`src/rtl/secure_link_pkg.sv`:
```
// Shared constants for the secure link: Hamming(7,4) codeword layout,
// syndrome-to-bit mapping and the receiver output-register states.
package secure_link_pkg;

    localparam int CW_W   = 7;
    localparam int DATA_W = 4;
    localparam int PORT_W = 2;
    localparam int NPORTS = 4;

    localparam int P1_IDX = 6;
    localparam int P2_IDX = 5;
    localparam int D3_IDX = 4;
    localparam int P3_IDX = 3;
    localparam int D2_IDX = 2;
    localparam int D1_IDX = 1;
    localparam int D0_IDX = 0;

    // Syndrome {s1,s2,s3} value that points at each codeword bit.
    localparam logic [2:0] SYN_NONE = 3'b000;
    localparam logic [2:0] SYN_C0   = 3'b111;
    localparam logic [2:0] SYN_C1   = 3'b011;
    localparam logic [2:0] SYN_C2   = 3'b101;
    localparam logic [2:0] SYN_C3   = 3'b001;
    localparam logic [2:0] SYN_C4   = 3'b110;
    localparam logic [2:0] SYN_C5   = 3'b010;
    localparam logic [2:0] SYN_C6   = 3'b100;

    typedef enum logic {
        OUT_EMPTY = 1'b0,
        OUT_FULL  = 1'b1
    } out_state_e;

endpackage

```
`src/rtl/hamming74_dec.sv`:
```
// Combinational Hamming(7,4) decoder: corrects any single-bit error and
// flags that a correction took place.
module hamming74_dec
    import secure_link_pkg::*;
(
    input  logic [CW_W-1:0]   cw_i,
    output logic [DATA_W-1:0] data_o,
    output logic              err_fix_o
);

    logic [2:0] syn;

    always_comb begin
        syn[2] = cw_i[P1_IDX] ^ cw_i[D3_IDX] ^ cw_i[D2_IDX] ^ cw_i[D0_IDX];
        syn[1] = cw_i[P2_IDX] ^ cw_i[D3_IDX] ^ cw_i[D1_IDX] ^ cw_i[D0_IDX];
        syn[0] = cw_i[P3_IDX] ^ cw_i[D2_IDX] ^ cw_i[D1_IDX] ^ cw_i[D0_IDX];

        // Only data bits are ever flipped; a parity-bit error leaves data intact.
        data_o = {cw_i[D3_IDX] ^ (syn == SYN_C4),
                  cw_i[D2_IDX] ^ (syn == SYN_C2),
                  cw_i[D1_IDX] ^ (syn == SYN_C1),
                  cw_i[D0_IDX] ^ (syn == SYN_C0)};
        err_fix_o = (syn != SYN_NONE);
    end

endmodule

```
`src/rtl/secure_receiver.sv`:
```
// Four-port Hamming(7,4) receiver with round-robin arbitration and a one-entry
// output register. Optional corrected-error counter under SECURE_RX_ERR_CNT_EN.
module secure_receiver
    import secure_link_pkg::*;
#(
`ifdef SECURE_RX_ERR_CNT_EN
    parameter int CNT_W   = 8,
`endif
    parameter int RR_INIT = 0
) (
    input  logic                     clk,
    input  logic                     rst,
    input  logic [CW_W-1:0]          d_in0,
    input  logic [CW_W-1:0]          d_in1,
    input  logic [CW_W-1:0]          d_in2,
    input  logic [CW_W-1:0]          d_in3,
    input  logic [NPORTS-1:0]        in_valid,
    output logic [NPORTS-1:0]        in_ready,
    output logic [PORT_W+DATA_W-1:0] d_out,
    output logic                     out_valid,
    input  logic                     out_ready,
    output logic                     err_fix
`ifdef SECURE_RX_ERR_CNT_EN
    ,
    output logic [CNT_W-1:0]         err_cnt
`endif
);

    // Handshake: a codeword on port i transfers in a cycle where in_valid[i]
    // and in_ready[i] are both high; d_out transfers when out_valid and out_ready.
    out_state_e                 state_q, state_d;
    logic [PORT_W-1:0]          ptr_q, ptr_d;
    logic [PORT_W+DATA_W-1:0]   dout_q, dout_d;
    logic                       fix_q, fix_d;

    logic [PORT_W-1:0]          gnt_idx;
    logic                       gnt_any;
    logic                       load;
    logic [CW_W-1:0]            cw_sel;
    logic [DATA_W-1:0]          dec_data;
    logic                       dec_fix;

    // Scan ptr, ptr+1, ... with 2-bit wraparound; first valid port wins.
    always_comb begin
        gnt_idx = ptr_q;
        gnt_any = 1'b0;
        for (int k = 0; k < NPORTS; k++) begin
            if (!gnt_any && in_valid[ptr_q + PORT_W'(k)]) begin
                gnt_any = 1'b1;
                gnt_idx = ptr_q + PORT_W'(k);
            end
        end
    end

    always_comb begin
        cw_sel = d_in0;
        case (gnt_idx)
            2'd0: cw_sel = d_in0;
            2'd1: cw_sel = d_in1;
            2'd2: cw_sel = d_in2;
            2'd3: cw_sel = d_in3;
            default: cw_sel = d_in0;
        endcase
    end

    hamming74_dec u_dec (
        .cw_i      (cw_sel),
        .data_o    (dec_data),
        .err_fix_o (dec_fix)
    );

    assign load     = !rst && gnt_any && ((state_q == OUT_EMPTY) || out_ready);
    assign in_ready = load ? (NPORTS'(1) << gnt_idx) : '0;

    always_comb begin
        state_d = state_q;
        ptr_d   = ptr_q;
        dout_d  = dout_q;
        fix_d   = fix_q;
        if (load) begin
            state_d = OUT_FULL;
            ptr_d   = gnt_idx + PORT_W'(1);
            dout_d  = {gnt_idx, dec_data};
            fix_d   = dec_fix;
        end else if ((state_q == OUT_FULL) && out_ready) begin
            state_d = OUT_EMPTY;
        end
    end

    always_ff @(posedge clk) begin
        if (rst) begin
            state_q <= OUT_EMPTY;
            ptr_q   <= PORT_W'(RR_INIT);
            dout_q  <= '0;
            fix_q   <= 1'b0;
        end else begin
            state_q <= state_d;
            ptr_q   <= ptr_d;
            dout_q  <= dout_d;
            fix_q   <= fix_d;
        end
    end

    assign out_valid = (state_q == OUT_FULL);
    assign d_out     = dout_q;
    assign err_fix   = fix_q;

`ifdef SECURE_RX_ERR_CNT_EN
    logic [CNT_W-1:0] cnt_q, cnt_d;

    // Saturating: stops at all-ones until the next reset.
    always_comb begin
        cnt_d = cnt_q;
        if (load && dec_fix && (cnt_q != '1)) begin
            cnt_d = cnt_q + CNT_W'(1);
        end
    end

    always_ff @(posedge clk) begin
        if (rst) begin
            cnt_q <= '0;
        end else begin
            cnt_q <= cnt_d;
        end
    end

    assign err_cnt = cnt_q;
`endif

endmodule
```
`config.mk`:
```
export PLATFORM = sky130hd
export DESIGN_NAME = secure_receiver
export DESIGN_NICKNAME = d
export VERILOG_FILES = /design/src/rtl/secure_link_pkg.sv /design/src/rtl/hamming74_dec.sv /design/src/rtl/secure_receiver.sv
export SDC_FILE = /design/constraint.sdc
export NUM_CORES = 1
export LEC_CHECK = 0
export ABC_AREA = 1
export CAP_MARGIN = 5
export CORE_ASPECT_RATIO = 1.4
export CORE_UTILIZATION = 41
export DETAILED_ROUTE_END_ITERATION = 16
export PLACE_DENSITY = 0.86
export SYNTH_ARGS = -nofsm -noshare
export SYNTH_HDL_FRONTEND = slang
export SYNTH_SLANG_ARGS = --single-unit
```
`constraint.sdc`:
```
create_clock -name clk -period 3 [get_ports clk]
set_input_delay 0.6 -clock clk [delete_from_list [all_inputs] [get_ports clk]]
set_output_delay 0.6 -clock clk [all_outputs]
set_load 0.005 [all_outputs]
```
Word level (Yosys, flattened, before mapping)
Index checks and enable logic that the tools add are counted.

storage, ports and cells
  flip-flop bits (word level) = 10
  latch bits = 0
  RAM bits = 0
  ROM bits = 0
  input bits = 35
  output and inout bits = 12
  memories = 0

operators by class
  add/subtract/negate cells = 4
  multiply operators = 0
  divide/modulo/power cells = 0
  $lt $le $gt $ge = 4
  equal/unequal tests = 7
  shift-type cells = 1
  mux-type cells = 19
  bitwise operators = 14
  reduce and logical (&&, ||, !) cells = 14

operator list
  cell                                                 count
  one-hot mux 7 bit (4 select lines)                   1
  XOR 1 bit                                            13
  < comparator 2 x 3 -> 1 bit (second input constant)  4
  two-way mux 1 bit                                    10
  == test 3 bit (second input constant)                3
  binary-select mux 1 bit (select 2 bit)               4
  logical AND 1 bit                                    6
  two-way mux 2 bit                                    3
  adder 2 x 1 -> 2 bit (second input constant)         2
  adder 2 bit (second input constant)                  2
  == test 2 bit (second input constant)                2
  zero test 1 bit                                      4
  two-way mux 4 bit                                    1
  << shifter 1 x 2 -> 4 bit (first input constant)     1
  == test 3 x 2 -> 1 bit (second input constant)       1
  nonzero test 3 bit                                   1
  == test 2 x 1 -> 1 bit (second input constant)       1
  zero test 2 bit                                      1
  nonzero test 2 bit                                   1
  logical OR 1 bit                                     1
  NOT 1 bit                                            1

Longest topological paths before layout
Gate-level depths: netlist of the first run.

  depth in word-level cells = 19
  gate-level depth with buffers = 30

By module
Synthesis of the first run repeated with hierarchy kept, for this count alone.

unflattened totals
  cell total of the unflattened synthesis = 236
  area, all modules = 1371.3 um2

by module, submodules not included
  module           instances  cells an instance  area an instance (um2)  sequential area each (um2)
  secure_receiver  1          165                1042.2                  200.2
  hamming74_dec    1          71                 329.1                   0.0

Least setup slack after synthesis of the first run
OpenSTA, ideal clock, no wires.

  kind = in2reg
  from = in in_valid[2]
  to = reg dout_q[3], in the netlist d_out[3]
  library setup time = 0.109 ns
  arrival time = 2.986 ns
  path slack = -0.094 ns
  stages = 24
  buffers on the path = 1
  cells stage by stage = inv_1 > o21ai_1 > nand2_1 > o21ai_1 > nand3_1 > or2_1 > nand2_1 > inv_1 > ha_1 > buf_2 > nand2_1 > nand2_1 > o21bai_1 > nand2_1 > nand2_1 > nand2_1 > nand2_1 > nand2_1 > nand2_2 > nand2_1 > nand2_1 > nand3_2 > nand2_1 > inv_1

on the way
  word-level cells in the longest chain between the ends = 19
  elaborated cells between the ends (all ways) = 39

ends and longest elaborated chain
  item                                               RTL line                                                       source
  from (decl)                                        secure_receiver.sv:17                                          input logic [NPORTS-1:0] in_valid,
  binary-select mux 1 bit (select 2 bit)             secure_receiver.sv:48                                          if (!gnt_any && in_valid[ptr_q + PORT_W'(k)]) begin
  two-way mux 1 bit (not written as such)            secure_receiver.sv:48
  two-way mux 1 bit                                  secure_receiver.sv:48
  zero test 1 bit                                    secure_receiver.sv:48
  logical AND 1 bit                                  secure_receiver.sv:48
  two-way mux 1 bit                                  secure_receiver.sv:48
  zero test 1 bit                                    secure_receiver.sv:48
  logical AND 1 bit                                  secure_receiver.sv:48
  (+2 left out)                                      -
  logical AND 1 bit                                  secure_receiver.sv:48
  two-way mux 2 bit *                                secure_receiver.sv:48
  via gnt_idx[1]                                     secure_receiver.sv:36                                          logic [PORT_W-1:0] gnt_idx;
  == test 2 bit, or another cell as far along        secure_receiver.sv:57                                          case (gnt_idx)
  one-hot mux 7 bit (4 select lines) *               secure_receiver.sv:57
  XOR 1 bit, on equally long branches (3 in series)  hamming74_dec.sv:16, hamming74_dec.sv:14, hamming74_dec.sv:15
  == test 3 bit                                      hamming74_dec.sv:19                                            data_o = {cw_i[D3_IDX] ^ (syn == SYN_C4),
  XOR 1 bit *                                        hamming74_dec.sv:19
  to (signal assigned)                               secure_receiver.sv:99                                          dout_q <= dout_d;
  to (decl)                                          secure_receiver.sv:33                                          logic [PORT_W+DATA_W-1:0] dout_q, dout_d;

The timed path passes the listed nets; every way through them passes the cells marked *. The select of a mux whose other input is x is not followed.
A chain may end at the register's enable or synchronous reset.

Final worst setup path of the first run
  from = reg ptr_q[0]
  to = reg dout_q[2], in the netlist d_out[2]

on the way
  word-level cells in the longest chain between the ends = 19
  elaborated cells between the ends (all ways) = 42

ends and longest elaborated chain
  item                                                           RTL line               source
  from (decl)                                                    secure_receiver.sv:32  logic [PORT_W-1:0] ptr_q, ptr_d;
  from (signal assigned)                                         secure_receiver.sv:93  ptr_q <= PORT_W'(RR_INIT);
  from (signal assigned)                                         secure_receiver.sv:98  ptr_q <= ptr_d;
  branches (longest 19 deep; another with adder 2 x 1 -> 2 bit)  -

Several ways; the timed one is not identified. The select of a mux whose other input is x is not followed.

==> results.ini, run 1 <==
[detailed_routing]
vias=2035
drt-initial-drc-count=156
first_pass_iters=5
wl_per_cell_um=18.2
drt_drc_violations_left=0
drt_wl_total_mm=6.62
vias_per_cell=5.61
ant_nets=0

[setup_path]
cp_max_fo=7
cp.required_ps=3140
worstSetupPathType=reg2reg
reg2reg_slack_ps=-400
reg2reg_to=d_out[2]
timing.rr.start=ptr_q[0]
cp.arrival_ps=3540
timing.reg2reg.worst_path_depth=26
cp-end-kind=flip-flop
cp-start-kind=flip-flop

[die]
die_y_um=68.3
pin_count=47
initial_core_util_pct=43.9
fp-row-count=23
die_w_um=49.4
die-area_um2=3370
core_um2=2940

[synthesis]
synth_cells=232
yosys_warnings=0
syn_avg_cell_area_um2=5.55
synthTopCellsByArea=nand2_1 (29%), dfxtp_1 (16%), nor2_1 (8.7%), inv_1 (5.8%), ha_1 (4.9%)
yosysTopAreaCell=nand2_1
ys_ff_latch=10
synth_top_area_share_pct=28.6
synth_seq_area_share_pct=15.5
synth_nets=272
synth.distinct_cells=28
syn_area_um2=1290

[sta]
fin_skew_ps=4.28
min_period_ps=3400
finalHoldViolCount=0
max_freq_ghz=0.294
finalSetupViolCount=7
rsz0062_at_grt=true
finalSetupTns_ps=-1810
slew_viol_final=0
relSlewSlack_pct=80.7
setup_slack_ps=-399
worst_pin_slew_ps=288
timing.final.crit_share_pct=113

[job]
max-cap-violations=0

[grt]
grt_pass1_wl_mm=7.58
grt_start_max_net_pins=14
top_usage_layer=met2
grt_pass1_vias=1767
use_met1_pct=26.5
overflow=0
use_met2_pct=64.4
use_met3_pct=4.22
antenna_found_initial=0
grt_usage_pct=29.5

[run_status]
status=complete, but fails checks
violations=negative setup slack

[clock_tree]
ctsHoldBuffers=0
numCtsBuffers=3
clockBufferDepth=2
cts.sinks=10
root_buffer=clkbuf_8
cts_tree=built
clk_latency_ps=240
htreeDepth=1
path_clk_slew_ps=50

[layout]
finalInstanceArea_um2=2640
diodes=0
final_common_cell=nand2_1
layout.cells.non_filler=363
drive_above_1_share_pct=54.9
syn2layout_area_growth_pct=105
final_cell_mix=nand2_1 (51), buf_4 (43), nand2_2 (39)
fin_nets=367

[min_path]
min_from=d_out[4]
hold_end=d_out[4]
hold_class=reg2reg
hold_depth=2

[placement]
dp.cells=334
post-dp-hpwl_mm=2.79
port_buffers=46
gp_congestion=0.893
placed_area_um2=1960

==> registers in the layout, summed over array words and instances, names as in the netlist <==
| register | count |
|---|---|
| d_out | 6 |
| err_fix | 1 |
| out_valid | 1 |
| ptr_q | 2 |
==> per-stage QoR <==
stage / utilization (%) / worst slack (ps) / hold slack, ps
2_1_floorplan: - / 2.54 / 454
3_3_place_gp: 66.7 / -668 / 466
3_5_place_dp: 66.7 / -759 / 466
4_1_cts: 79.5 / 6.14 / 481
5_1_grt: 90.0 / -649 / 519
6_report: 90.0 / -399 / 486
==> timing repair <==
item | 4_1_cts | 5_1_grt
setup buffers | 15 | 11
gates resized for setup | 83 | 71
endpoints found under the setup margin | 9 | 9
pin swaps | 52 | 54
==> Yosys cell counts <==
cell type / number
nor2_1: 30
xor2_1: 1
o21ai_0: 1
o211ai_1: 1
or2_1: 1
nand2_2: 7
o21ai_1: 8
nand3b_1: 2
nor2_2: 3
o21ai_2: 3
a21oi_1: 1
o21ai_4: 1
inv_1: 20
a21oi_2: 3
nand3_2: 3
nand3_1: 11
o211ai_2: 1
o21bai_1: 6
buf_4: 1
dfxtp_1: 10
buf_2: 3
inv_2: 6
ha_1: 5
clkinv_1: 1
xnor2_2: 1
and2_4: 1
buf_6: 3
nand2_1: 98
==> worst max-delay path: stages, from the launching register on <==
cell and delay [ps]:
dfxtp_4 380, buf_6 140, nand2_4 60, o21ai_4 60, o21ai_2 200, nand3b_1 150, nand2_1 100, xor2_1 160
nand2_1 130, nand2_4 140, buf_6 110, ha_4 190, nand2_2 60, nand2_2 80, nor2_1 80, nor2_2 220
nand2_1 120, nand2_2 150, nand2_2 110, inv_2 90, nor2_4 40, nor2_4 150, nand2_2 90, nand2_2 80
nand3_2 70, nand2_2 70, inv_1 30
==> area by class of cell <==
class | count | area, µm²
fill | 118 | 293
sequential | 10 | 205
multi-input combinational | 188 | 1380
clock buffer | 4 | 55.1
tap | 37 | 46.3
timing repair buffer | 97 | 845
inverter | 27 | 111
==> worst max-delay path by stage <==
stage | from | to | slack (ps) | depth (start not counted)
3_3_place_gp | in_valid[2] | d_out[3] | -670 | 25
5_1_grt | ptr_q[0] | d_out[1] | -650 | 27
4_1_cts | ptr_q[0] | d_out[2] | 6 | 28
2_1_floorplan | in_valid[1] | d_out[3] | 3 | 26
3_5_place_dp | in_valid[2] | d_out[2] | -760 | 25
6_report | ptr_q[0] | d_out[2] | -400 | 26
==> per-layer routing <==
layer | wire length [µm] | up-vias | part of all wire [%]
met1 | 2160 | 933 | 33
li1 | - | 899 | -
met5 | 0 | - | 0
met2 | 3410 | 137 | 52
met4 | 547 | 0 | 8.3
met3 | 494 | 66 | 7.5
==> cell families after synthesis <==
kind of cell	synth area share (%)
compound gates	14.3
xor+xnor	1.94
fa+ha+maj	4.86
buf+inv	12.2
flops	15.5
simple gates	51.1
Power of run 1 is left out: the tool's default activity adds up to more than one toggle a clock period on the data nets, which glitch-free logic cannot reach.
==> inputs of run 2 (changes only) <==
--- a/config.mk
+++ b/config.mk
@@ -8,9 +8,9 @@
 export ABC_AREA = 1
 export CAP_MARGIN = 5
 export CORE_ASPECT_RATIO = 1.4
-export CORE_UTILIZATION = 41
+export CORE_UTILIZATION = 45
 export DETAILED_ROUTE_END_ITERATION = 16
-export PLACE_DENSITY = 0.86
+export PLACE_DENSITY = 0.89
 export SYNTH_ARGS = -nofsm -noshare
 export SYNTH_HDL_FRONTEND = slang
 export SYNTH_SLANG_ARGS = --single-unit
==> constraint.sdc (replaced) <==
create_clock -name clk -period 3.2 [get_ports clk]
set_input_delay 0.64 -clock clk [delete_from_list [all_inputs] [get_ports clk]]
set_output_delay 0.64 -clock clk [all_outputs]
set_load 0.005 [all_outputs]
==> results.ini, run 2 (same netlist as run 1, synthesis figures left out) <==
[run_status]
status=complete, but fails checks
violations=negative setup slack

[sta]
setup_slack_ps=-512
fin_skew_ps=3.19
finalHoldViolCount=0
finalSetupViolCount=9
relSlewSlack_pct=74.6
min_period_ps=3710
rsz0062_at_grt=true
hold_ws_ps=495
worst_pin_slew_ps=380
max_freq_ghz=0.269
timing.final.crit_share_pct=116
slew_viol_final=0

[die]
fp-row-count=22
core_um2=2670
die_w_um=47.2
initial_core_util_pct=48.2
pin_count=47
die_y_um=65.3
die-area_um2=3080

[clock_tree]
ctsHoldBuffers=0
path_clk_slew_ps=70
clockBufferDepth=2
htreeDepth=1
clk_latency_ps=270
numCtsBuffers=3
root_buffer=clkbuf_4
cts.sinks=10
cts_tree=built

[job]
max-cap-violations=0

[setup_path]
cp.required_ps=3360
cp_max_fo=8
cp.arrival_ps=3880
timing.rr.start=ptr_q[0]
cp-end-kind=flip-flop
reg2reg_to=d_out[1]
cp-start-kind=flip-flop
timing.reg2reg.worst_path_depth=27
reg2reg_slack_ps=-510
worstSetupPathType=reg2reg

[detailed_routing]
drt_drc_violations_left=0
vias=2150
vias_per_cell=6.02
ant_nets=0
first_pass_iters=6
drt-initial-drc-count=197
drt_wl_total_mm=7.34
wl_per_cell_um=20.5

[placement]
gp_congestion=0.867
port_buffers=46
pre_cts_ws_ps=-618
post-dp-hpwl_mm=2.91

[layout]
drive_above_1_share_pct=50.8
syn2layout_area_growth_pct=95.0
final_cell_mix=nand2_1 (59), nand2_2 (39), clkdlybuf4s50_1 (38), buf_4 (38), nor2_1 (18)
fin_nets=362
largest_reg_flops=6
final_common_cell=nand2_1
diodes=0

[min_path]
min_from=d_out[4]
hold_class=reg2reg
hold_end=d_out[4]
hold_depth=2

[grt]
grt_start_max_net_pins=12
antenna_found_initial=0
overflow=0
grt_pass1_vias=1884
grt_usage_pct=37.4
grt_pass1_wl_mm=8.42

[run 2: cell types whose count changed in the layout (fill, tap and decap cells not counted), sizes merged]
cell           before  now
buf                56   49
clkbuf              6    5
clkdlybuf4s15       1    0
clkinvlp            0    1
dlygate4sd2         0    4
inv                26   25
[run 2: what timing repair did]
item / CTS / global route
endpoints found under the setup margin: 9 / 9
gates resized for setup: 61 / 77
pin swaps: 30 / 40
buffers inserted: 14 / 8
[run 2: layout make-up]
| type | count | area [µm²] |
|---|---|---|
| inverters | 27 | 120 |
| flip-flops and latches | 10 | 204 |
| clock buffers | 4 | 36.3 |
| fillers | 87 | 159 |
| multi-input cells | 188 | 1290 |
| repair buffers | 92 | 811 |
| well taps | 36 | 45.0 |
[run 2: worst max path at each step]
stage / from / end / cells past startpoint
6_report: ptr_q[0] / d_out[1] / 27
5_1_grt: ptr_q[0] / d_out[1] / 27
4_1_cts: in_valid[1] / d_out[1] / 29
3_5_place_dp: in_valid[2] / d_out[1] / 25
3_3_place_gp: in_valid[2] / d_out[1] / 25
2_1_floorplan: in_valid[2] / d_out[3] / 24
[run 2: routing by layer]
| metal | vias up | part of all wire (%) | track usage, % | routed length, µm |
|---|---|---|---|---|
| met5 | - | 0 | 0 | 0 |
| met4 | 0 | 9.5 | 22.5 | 696 |
| met3 | 80 | 10 | 8.24 | 767 |
| met2 | 207 | 48 | 65.1 | 3520 |
| met1 | 973 | 32 | 38.2 | 2350 |
| li1 | 890 | - | - | - |
[run 2: worst max-delay path, cell delays in order, from the launching register on]
cell        delay [ps]
dfxtp_4            430
clkinvlp_4         190
nand2_2            140
o21ai_4             70
o21ai_2            190
nand3b_1           170
nand2_1             90
xor2_1             150
nand2_1            130
nand2_2            120
buf_6              140
ha_4               160
buf_6              130
buf_6              120
nand2_4             50
nand2_2             60
o21bai_1           200
nand2_1            160
nand2_2            140
nand2_4            100
nand2_4            110
nand2_2             80
nand2_2            110
nand2_2             90
nand2_2             70
nand3_2             60
nand2_1            120
inv_1               50
[run 2: metrics by stage]
stage          cells  TNS, ps  cell area (µm²)  utilization [%]
2_1_floorplan    232        0             1290                -
3_3_place_gp     332    -4180             1920             72.1
3_5_place_dp     332    -5000             1920             72.1
4_1_cts          350        0             2240             83.8
5_1_grt          357    -3780             2510             94.0
6_report         357    -2360             2510             94.0
Power of run 2 is left out for the same reason.
